--- src/rtl/instruction_fetch.sv ---
// rtl/instruction_fetch.sv - instruction fetch requester with credit-limited fetch buffer
// Issues one word address per cycle and buffers returned instructions for decode.
module instruction_fetch #(
  parameter int                   WORD_SIZE  = 32,
  parameter logic [WORD_SIZE-1:0] RESET_ADDR = '0,
  parameter int                   DEPTH      = 2
) (
  input  logic                 clk,
  input  logic                 rst_n,
  output logic [WORD_SIZE-1:0] imem_addr,
  input  logic [WORD_SIZE-1:0] instruction,
  input  logic                 redirect_valid,
  input  logic [WORD_SIZE-1:0] redirect_addr,
  output logic                 out_valid,
  input  logic                 out_ready,
  output logic [WORD_SIZE-1:0] out_instr,
  output logic [WORD_SIZE-1:0] out_pc
);

  localparam int CW = $clog2(DEPTH + 1);
  localparam int PW = (DEPTH > 1) ? $clog2(DEPTH) : 1;

  logic [WORD_SIZE-1:0] pc;
  logic                 inflight;
  logic [WORD_SIZE-1:0] inflight_pc;
  logic [WORD_SIZE-1:0] instr_q [DEPTH];
  logic [WORD_SIZE-1:0] pc_q    [DEPTH];
  logic [PW-1:0]        head;
  logic [PW-1:0]        tail;
  logic [CW-1:0]        count;

  logic                 pop;
  logic                 issue;
  logic [CW:0]          credit;
  logic [WORD_SIZE-1:0] target;

  function automatic logic [PW-1:0] ptr_next(input logic [PW-1:0] p);
    return (p == PW'(DEPTH - 1)) ? '0 : p + PW'(1);
  endfunction

  assign imem_addr = pc;
  assign out_valid = (count != '0) & ~redirect_valid;
  assign out_instr = instr_q[head];
  assign out_pc    = pc_q[head];
  assign pop       = out_valid & out_ready;
  assign target    = redirect_addr & ~WORD_SIZE'(3);

  // The in-flight word already owns a slot, so capture never needs room of its own.
  assign credit = {1'b0, count} + (CW+1)'(inflight) - (CW+1)'(pop);
  assign issue  = credit < (CW+1)'(DEPTH);

  always_ff @(posedge clk or negedge rst_n) begin
    if (!rst_n) begin
      pc          <= RESET_ADDR;
      inflight    <= 1'b0;
      inflight_pc <= '0;
      head        <= '0;
      tail        <= '0;
      count       <= '0;
      for (int i = 0; i < DEPTH; i++) begin
        instr_q[i] <= '0;
        pc_q[i]    <= '0;
      end
    end else if (redirect_valid) begin
      pc       <= target;
      inflight <= 1'b0;
      head     <= '0;
      tail     <= '0;
      count    <= '0;
    end else begin
      if (inflight) begin
        instr_q[tail] <= instruction;
        pc_q[tail]    <= inflight_pc;
        tail          <= ptr_next(tail);
      end
      if (pop) begin
        head <= ptr_next(head);
      end
      count <= count + CW'(inflight) - CW'(pop);
      if (issue) begin
        inflight    <= 1'b1;
        inflight_pc <= pc;
        pc          <= pc + WORD_SIZE'(4);
      end else begin
        inflight <= 1'b0;
      end
    end
  end

endmodule

--- config.mk ---
export PLATFORM = sky130hd
export DESIGN_NAME = instruction_fetch
export DESIGN_NICKNAME = d
export VERILOG_FILES = /design/src/rtl/instruction_fetch.sv
export SDC_FILE = /design/constraint.sdc
export NUM_CORES = 1
export LEC_CHECK = 0
export CORE_ASPECT_RATIO = 0.9
export CORE_MARGIN = 3
export CORE_UTILIZATION = 52
export CTS_CLUSTER_SIZE = 20
export DETAILED_ROUTE_END_ITERATION = 7
export PLACE_DENSITY = 0.81
export SETUP_SLACK_MARGIN = 0.4
export SKIP_LAST_GASP = 1
export SLEW_MARGIN = 30
export SYNTH_ARGS = -nofsm -noshare
export SYNTH_HDL_FRONTEND = slang
export SYNTH_SLANG_ARGS = --single-unit
--- constraint.sdc ---
create_clock -name clk -period 4.1 [get_ports clk]
set_clock_uncertainty 0.15 [all_clocks]
set_input_delay 0.82 -clock clk [delete_from_list [all_inputs] [get_ports clk]]
set_output_delay 0.82 -clock clk [all_outputs]
set_load 0.05 [all_outputs]
==> impl_results.md <==
- Mapped cell area: about 8600 µm²
- Worst EP arrival: 3.77 ns
- Tmin final: between 3 and 4 ns
- Final Hold Vio Count: 0
- # diodes: 0
- RSZ-0062 raised after global routing: false
- Max Root-Sink Buffers: 2
- Number of clock sinks: about 190
- CP Launch Type: primary input
- FILL cells: 1044
- Post-synth EDFFs: 0
- Worst r2r src: count[1]
- Cells after Synth: 635
- CTS tree: yes
- Final ANT Viol Nets: 0
- Main synth FF type: dfrtp_1
- Most frequent cell after synthesis: mux2_2
- Vias: about 5800
- Top-Level Pins: approximately 170
- Max stage delay cell, worst path: fa_2
- Post-CTS sizing: 0
- Top cells by area, synth: dfrtp_1, mux2_2, clkbuf_1
- Std cell rows: between 40 and 50
- Worst-path cell chain: clkdlybuf4s50_1 > a21oi_4 > and2_4 > ha_4 > inv_1 > ha_2 > fa_2 > and3b_2 > nand4_1 > buf_12 > or4_1 > a31oi_1
- Post-CTS Hold Fix Bufs: 0
- Chip Width: 141 µm
- Worst min-delay path class: in -> async
- Post-synthesis sequential area ratio: 0.552
- Total track usage: 0.223
- Synth Register Bits: 189
- LEAKAGE: 4.54 nW
- Full die area: approximately 18000 µm²
- FF-to-FF setup slack: ~0.81 ns
- Reg area: roughly 4700 µm²
- CP Max Fanout: 14
- Asr flop ratio synth: 1.00
- Core Util, Final: 0.703
- # nets final: between 800 and 900
- Largest net degree at the start of global routing: 107
- Initial DRC count: roughly 310
- Die H: between 100 and 150 µm
- WP data required: 4.30 ns
- Kind of end point of the critical path: flop
- Pre-Repair DR Iteration Count: 5
- Worst Path Buf+Inv: 3
- WS Path Type: in -> reg
- Worst slew pin tran: ~0.83 ns
- Crit path max-delay family: simple AND/OR/NAND/NOR gates
- Area occupied by multi-input gates: 3680 µm²
- First-pass GRT wire length: 31900 µm
- Grt ovf: 0
- Post-CTS repair timing setup buffer count: 0
- Top post-synthesis cells by count: mux2_2, dfrtp_1, clkbuf_1, nand2_1, nor2_1
- Root Driver: clkbuf_16
- Distinct cells, synth: 53
- Initial antenna violation count: 0
- Yosys top cell area share: 0.552
- Clock H-tree levels: 4
- Routed WL: a little under 20000 µm
- Syn avg cell area: between 10 and 15 µm²
- Initial Util: 0.543
- Fraction of layout instances using a drive strength above 1: 0.350
- RePlAce Congestion: approximately 0.88
- Cts bufs inserted: 17
- Reg clk slew, reported paths: about 0.07 ns
- Rel. slew slack: 0.447
- Worst VDD drop: 0.577 mV
- Clock Latency Late Sink: about 0.43 ns
- Remaining DRCs: 0
- Avg WL per Cell: around 19 µm
- Core Region: between 15000 and 20000 µm²
- Max Cap Violations: 0
- Crit. Startpoint: redirect_valid
- Post-synth top area cell: dfrtp_1
- Final setup violation count: 0
- Power Dens Cells: 889 nW/µm²
- Post-detail-place hpwl: ~13000 µm
- Max Slew Vio Count: 0
- Period utilisation layout: 0.873
- Status: completed
- PortBufs: between 150 and 200
- F_max: about 0.28 GHz
- Vias in the first global route: about 6100
- Vias/cell: 5.76
- Synthesis-to-finish area growth: 29.4%
- YS warnings: 0
- CP peak stage delay: roughly 0.49 ns
- Setup tns final: 0 ns
flip-flops by register name, summed over array words and instances, names as in the netlist:
signal and flops:
imem_addr 30, instr_q 64, inflight_pc 30, count 2, pc_q 60, head 1, tail 1, inflight 1
report_power, final:
| group | total [mW] | internal [mW] | leakage [nW] | switching [mW] |
|---|---|---|---|---|
| Sequential | 3.23 | 2.69 | 2.26 | 0.542 |
| Combinational | 4.89 | 2.16 | 1.99 | 2.73 |
| Clock | 1.74 | 1.05 | 0.296 | 0.685 |
worst paths after layout:
| check | cells past startpoint | to |
|---|---|---|
| min in group clk | 1 | pc_q[15] |
| worst max-delay path | 12 | imem_addr[23] |
| worst min register to register | 1 | pc_q[15] |
| max in group asynchronous | 2 | instr_q[11] |
| worst min-delay path | 1 | pc_q[54] |
| worst max register to register | 12 | imem_addr[23] |
worst reg2reg max path, stage by stage, from the launching register on:
cell and delay (ns):
dfrtp_1 0.43, inv_1 0.14, a21oi_4 0.14, and2_4 0.17, ha_4 0.19, inv_1 0.05, ha_2 0.16, fa_2 0.49
and3b_2 0.30, nand4_1 0.15, buf_12 0.19, or4_1 0.48, a31oi_1 0.17
metal layers:
metal	GRT usage	up-vias	wire length [µm]
met5	0	-	0
met4	0.0519	0	219
met3	0.0601	18	1490
met2	0.351	219	9170
met1	0.313	2932	8680
li1	-	2629	-
cells in the final DEF, fill, tap and decap left out, types with 2 or more instances in the layout:
| cell | n |
|---|---|
| o31ai_1 | 10 |
| nor3_1 | 3 |
| clkdlybuf4s50_1 | 156 |
| clkbuf_16 | 17 |
| bufinv_16 | 4 |
| or3_1 | 3 |
| nand3_1 | 11 |
| nor4_1 | 3 |
| clkinv_2 | 2 |
| nand4_1 | 13 |
| mux2_2 | 216 |
| o21ai_0 | 14 |
| a31oi_1 | 13 |
| nor2_1 | 21 |
| dfrtp_1 | 188 |
| o311ai_0 | 2 |
| and2_1 | 2 |
| clkinvlp_4 | 3 |
| inv_1 | 6 |
| clkbuf_1 | 2 |
| nand2_1 | 26 |
| nand2b_1 | 2 |
| xor2_1 | 3 |
| or4_1 | 10 |
| nand4_2 | 2 |
| buf_12 | 5 |
| and4_1 | 4 |
| mux2i_1 | 2 |
| xnor2_1 | 8 |
| clkbuf_8 | 3 |
| o211ai_1 | 2 |
| nor2b_1 | 4 |
| buf_4 | 13 |
| conb_1 | 4 |
layout make-up:
class                           count  area share
Sequential cell                   189       0.427
Clock inverter                     10      0.0146
Multi-Input combinational cell    403       0.332
Clock buffer                       21      0.0415
Inverter                            7     0.00237
Timing Repair Buffer              175       0.160
Tap cell                          202      0.0228
through the flow:
step	std cells	area, µm²	setup slack (ns)	power (mW)	hold WS (ns)
6_report	1007	11100	0.522	9.85	0.339
5_1_grt	1007	11100	0.441	10.3	0.362
4_1_cts	1007	11100	0.533	9.92	0.353
3_5_place_dp	976	10500	0.0934	8.14	0.337
3_3_place_gp	976	10500	0.149	7.97	0.330
2_1_floorplan	638	8620	0.403	6.57	0.324
cell families after synthesis:
| family | Yosys count | synth area share |
|---|---|---|
| other | 1 | 0.000438 |
| muxes | 218 | 0.286 |
| and+or+nand+nor | 119 | 0.0802 |
| buffers and inverters | 46 | 0.0261 |
| AOI/OAI and AO/OA | 46 | 0.0348 |
| xor gates and xnor gates | 12 | 0.0131 |
| DFF | 189 | 0.552 |
| adders and majority gates | 4 | 0.00672 |
Note: power is estimated with default switching activity, not from simulation.
==> RTL change 1, RTL diff (config.mk and constraints unchanged) <==
Set the parameter `DEPTH` to 4 (it was 2).
--- a/src/rtl/instruction_fetch.sv
+++ b/src/rtl/instruction_fetch.sv
@@ -5,3 +5,3 @@
   parameter logic [WORD_SIZE-1:0] RESET_ADDR = '0,
-  parameter int                   DEPTH      = 2
+  parameter int                   DEPTH      = 4
 ) (
Function: changed (Yosys sat finds a counterexample within 4 cycles, from zero or initial values and one cycle with rst_n low).
==> RTL change 1 against the original RTL <==
  * Wire length is 55% higher
  * Cell count is 45% higher
  * Synthesized cell count is 46% higher
  * Sequential cell count is 127 higher
  * Critical path depth is 9 lower
  * Worst setup slack worse by 26 ps
  * Total power is 41% higher
  * Area after synthesis is 66% higher
  * Final area is 57% higher
==> RTL change 1: results (changes against the original RTL) <==
STA
  – Fmax: 277 MHz (-0.71%)
  – Fin Hold WS: 111 ps (-228 ps)

Synth
  – Seq/Total Area, Yosys: 0.557 (+0.00475)
  – Mapped Cells: 928 (+46%)
  – Area share of fa/ha/maj cells after synthesis: 0.0102 (+0.00350)
  – Synth Area in Compound Gates: 0.0309 (-0.00384)
  – Synth cell count leaders: 316 x dfrtp_1, 283 x mux2_2, 62 x mux4_2, 40 x nand2_1, 39 x clkbuf_1
  – Synth area leaders: dfrtp_1 56%, mux2_2 22%, mux4_2 9.8%

Global routing
  – GR Layer Usage met3: 0.0301 (-0.0299)
  – Met1 GRT Util: 0.297 (-0.0158)

Worst setup path
  – Worst-path cell with the longest stage delay: clkdlybuf4s50_1
  – Worst setup path startpoint: head[0]
  – Critical Path End: out_pc[16]
  – CP max stage delay: 720 ps (+230 ps)
  – Reg2reg setup slack: 700 ps (-110 ps)

Detailed routing
  – 1st-pass router iterations: 4 (-1)
  – Metal3 WL: 1290 µm (-13%)

Layout
  – Fin cells: 1458 (+45%)
  – Fillers: 1891 (+81%)

Placement
  – DP Wirelength: 19100 µm (+44%)
  – GP Congestion: 0.750 (-15%)

Clocking
  – Total CTS buffers: 31 (+14)

Outcome
  – Status: finished, final reports clean

Power
  – Leak: 7.68 nW (+69%)
  – Seq power: 4.94 mW (+53%)
  – Clock Power Share: 0.196 (+0.020)
[RTL change 1: repair_timing]
action,4_1_cts,5_1_grt
hold endpoints to repair,0,0
gates resized for setup,1,8
hold buffers,0,0
setup buffers,1,0
setup endpoints to repair,54,8
[RTL change 1: cell type report]
type / count / area [µm²] / area share
flip-flops and latches: 316 / 7920 / 0.456
diodes: 1 / 2.50 / 0.000144
inverters: 10 / 37.5 / 0.00216
clock buffers: 50 / 957 / 0.0552
clock inverters: 6 / 30.0 / 0.00173
well taps: 348 / 435 / 0.0251
repair buffers: 182 / 1890 / 0.109
multi-input cells: 545 / 6080 / 0.351
[RTL change 1: cells by family (layout without fill, tap and decap cells)]
| kind of cell | after synthesis | count (layout) |
|---|---|---|
| XOR/XNOR | 23 | 23 |
| other | 1 | 5 |
| buffers and inverters | 70 | 248 |
| adder cells (fa/ha/maj) | 11 | 11 |
| AND/OR/NAND/NOR | 103 | 103 |
| multiplexers | 354 | 354 |
| AO/OA/AOI/OAI | 50 | 50 |
| flip-flops | 316 | 316 |
==> RTL change 2, RTL diff (config.mk and constraints unchanged) <==
Made on the original files. Make the reset (`rst_n`) synchronous in one clocked block.
--- a/src/rtl/instruction_fetch.sv
+++ b/src/rtl/instruction_fetch.sv
@@ -51,3 +51,3 @@
 
-  always_ff @(posedge clk or negedge rst_n) begin
+  always_ff @(posedge clk) begin
     if (!rst_n) begin
Function: differs if rst_n is asserted again (counterexample within 4 cycles, from zero or initial values and one cycle with rst_n low); with rst_n held inactive, the same outputs for 4 cycles.
==> RTL change 2 against the original RTL <==
  * Wire length shrank 1.8%
  * Area after synthesis decreased by 1.9%
  * Worst setup slack worse by 140 ps
  * Final area shrank 1.4%
  * Synthesized cell count is 14% higher
  * Cell count rose by 8.0%
  * Sequential cell count rose by 1
  * Largest cell class unchanged
  * Highest routed layer unchanged
Power is not compared: it rests on default switching activity, and its combinational part moved more than twofold at a synthesized area within 25%.
==> RTL change 2: results (changes against the original RTL) <==
Worst setup path
  – Reg2reg setup slack: 780 ps (-30 ps)
  – R2r worst-path depth: 10 (-2)
  – Worst r2r src: count[1]
  – Critical Path Fanout Max: 5 (-9)
  – Crit path arrival time: 3920 ps (+150 ps)

Synth
  – Synth area leaders: edfxtp_1 44%, dfxtp_1 16%, and2_1 9.4%
  – Post-synth top flop: edfxtp_1
  – Mapped Cells: 723 (+14%)
  – Post-synth EDFFs: 124 (+124)
  – Netlist cell types: 50 (-5.7%)
  – Synth async-reset ratio: 0 (-1.00)

Layout
  – Final #Nets: 945 (+9.2%)
  – Fillers: 1078 (+3.3%)
  – Layout cells sized above 1: 0.153 (-0.197)

Detailed routing
  – DR vias: 6102 (+5.2%)
  – Vias/cell: 5.61 (-2.6%)
  – DR WL/cell: 17.7 µm (-9.1%)

Global routing
  – Vias in the first global route: 6154 (+1.4%)
  – First-pass GRT wire length: 31000 µm (-2.8%)
  – GRT Total Usage: 0.219 (-0.00355)

Placement
  – Placed cells: 1054 (+8.0%)
  – GP Congestion: 0.918 (+4.4%)
  – Post-Place Setup Slack: -42.4 ps (-136 ps)
  – DP Wirelength: 12400 µm (-6.3%)

Hold path
  – HP Class: register to register

Outcome
  – Status: finished, final reports clean

STA
  – Fin Hold WS: 309 ps (-29.8 ps)
  – Slew margin rel.: 0.432 (-0.0154)
## RTL change 2: changes by cell type in the layout (fill, tap and decap cells not counted), moves of 44 or more
| cell | unedited run | this run |
|---|---|---|
| edfxtp_1 | 0 | 124 |
| mux2_2 | 216 | 62 |
| dfxtp_1 | 0 | 65 |
| dfrtp_1 | 188 | 0 |
| nand2_1 | 26 | 70 |
| and2_1 | 2 | 125 |
## RTL change 2: where the power goes
part / internal (mW) / total (mW) / switching [mW]
clock: 0.877 / 1.60 / 0.722
sequential: 2.13 / 2.19 / 0.0680
combinational: 0.232 / 0.607 / 0.375
total: 3.23 / 4.40 / 1.16
## RTL change 2: cells by family (layout without fill, tap and decap cells)
family / count (synthesis) / after routing / share of synthesized area
xor+xnor: 14 / 14 / 0.0146
other cells: 1 / 4 / 0.000446
compound gates: 102 / 102 / 0.0728
flops: 190 / 190 / 0.600
buf+inv: 62 / 221 / 0.0307
simple gates: 288 / 289 / 0.191
mux: 62 / 62 / 0.0831
fa+ha+maj: 4 / 4 / 0.00685
## RTL change 2: worst max-delay path by stage
stage	startpoint	endpoint	cells past startpoint
final	redirect_valid	imem_addr[29]	11
after global routing	redirect_valid	imem_addr[29]	11
after CTS	redirect_valid	imem_addr[29]	11
after detailed placement	redirect_valid	imem_addr[29]	11
after global placement	redirect_valid	imem_addr[29]	11
after floorplan	redirect_valid	imem_addr[27]	12
## RTL change 2: repair_timing
item	in CTS	in global routing
pin swaps	1	1
endpoints found under the setup margin	1	5
gates cloned	0	1
buffers inserted	0	1
resized for setup	0	3
## RTL change 2: area by class of cell
| class | count | area (µm²) | share of cell area |
|---|---|---|---|
| sequential | 190 | 5050 | 0.462 |
| multi-input combinational | 475 | 3230 | 0.295 |
| timing repair buffer | 179 | 1780 | 0.163 |
| clock buffer | 20 | 489 | 0.0448 |
| tap | 202 | 253 | 0.0231 |
| clock inverter | 12 | 96.3 | 0.00882 |
| inverter | 10 | 37.5 | 0.00344 |
## RTL change 2: per-stage QoR
| stage | cell area [µm²] | TNS (ps) |
|---|---|---|
| after detailed placement | 10300 | -42.4 |
| final | 10900 | 0 |
| after global routing | 10900 | 0 |
| after floorplan | 8510 | 0 |
| after global placement | 10300 | 0 |
| after CTS | 10900 | 0 |
## RTL change 2: worst max-delay path, cell delays in order
cell and delay (ps):
clkdlybuf4s50_1 490, o21ba_4 160, and2_4 150, ha_4 260, inv_2 30, ha_4 150
fa_2 410, xnor2_4 170, or4b_4 590, or4_1 490, a31oi_1 180
## RTL change 2: layer usage
| layer | up-vias | routed length [µm] | GRT usage |
|---|---|---|---|
| met1 | 2910 | 8440 | 0.299 |
| met4 | 0 | 349 | 0.0821 |
| met3 | 27 | 1500 | 0.0464 |
| li1 | 2887 | - | - |
| met5 | - | 0 | 0 |
| met2 | 278 | 8920 | 0.349 |
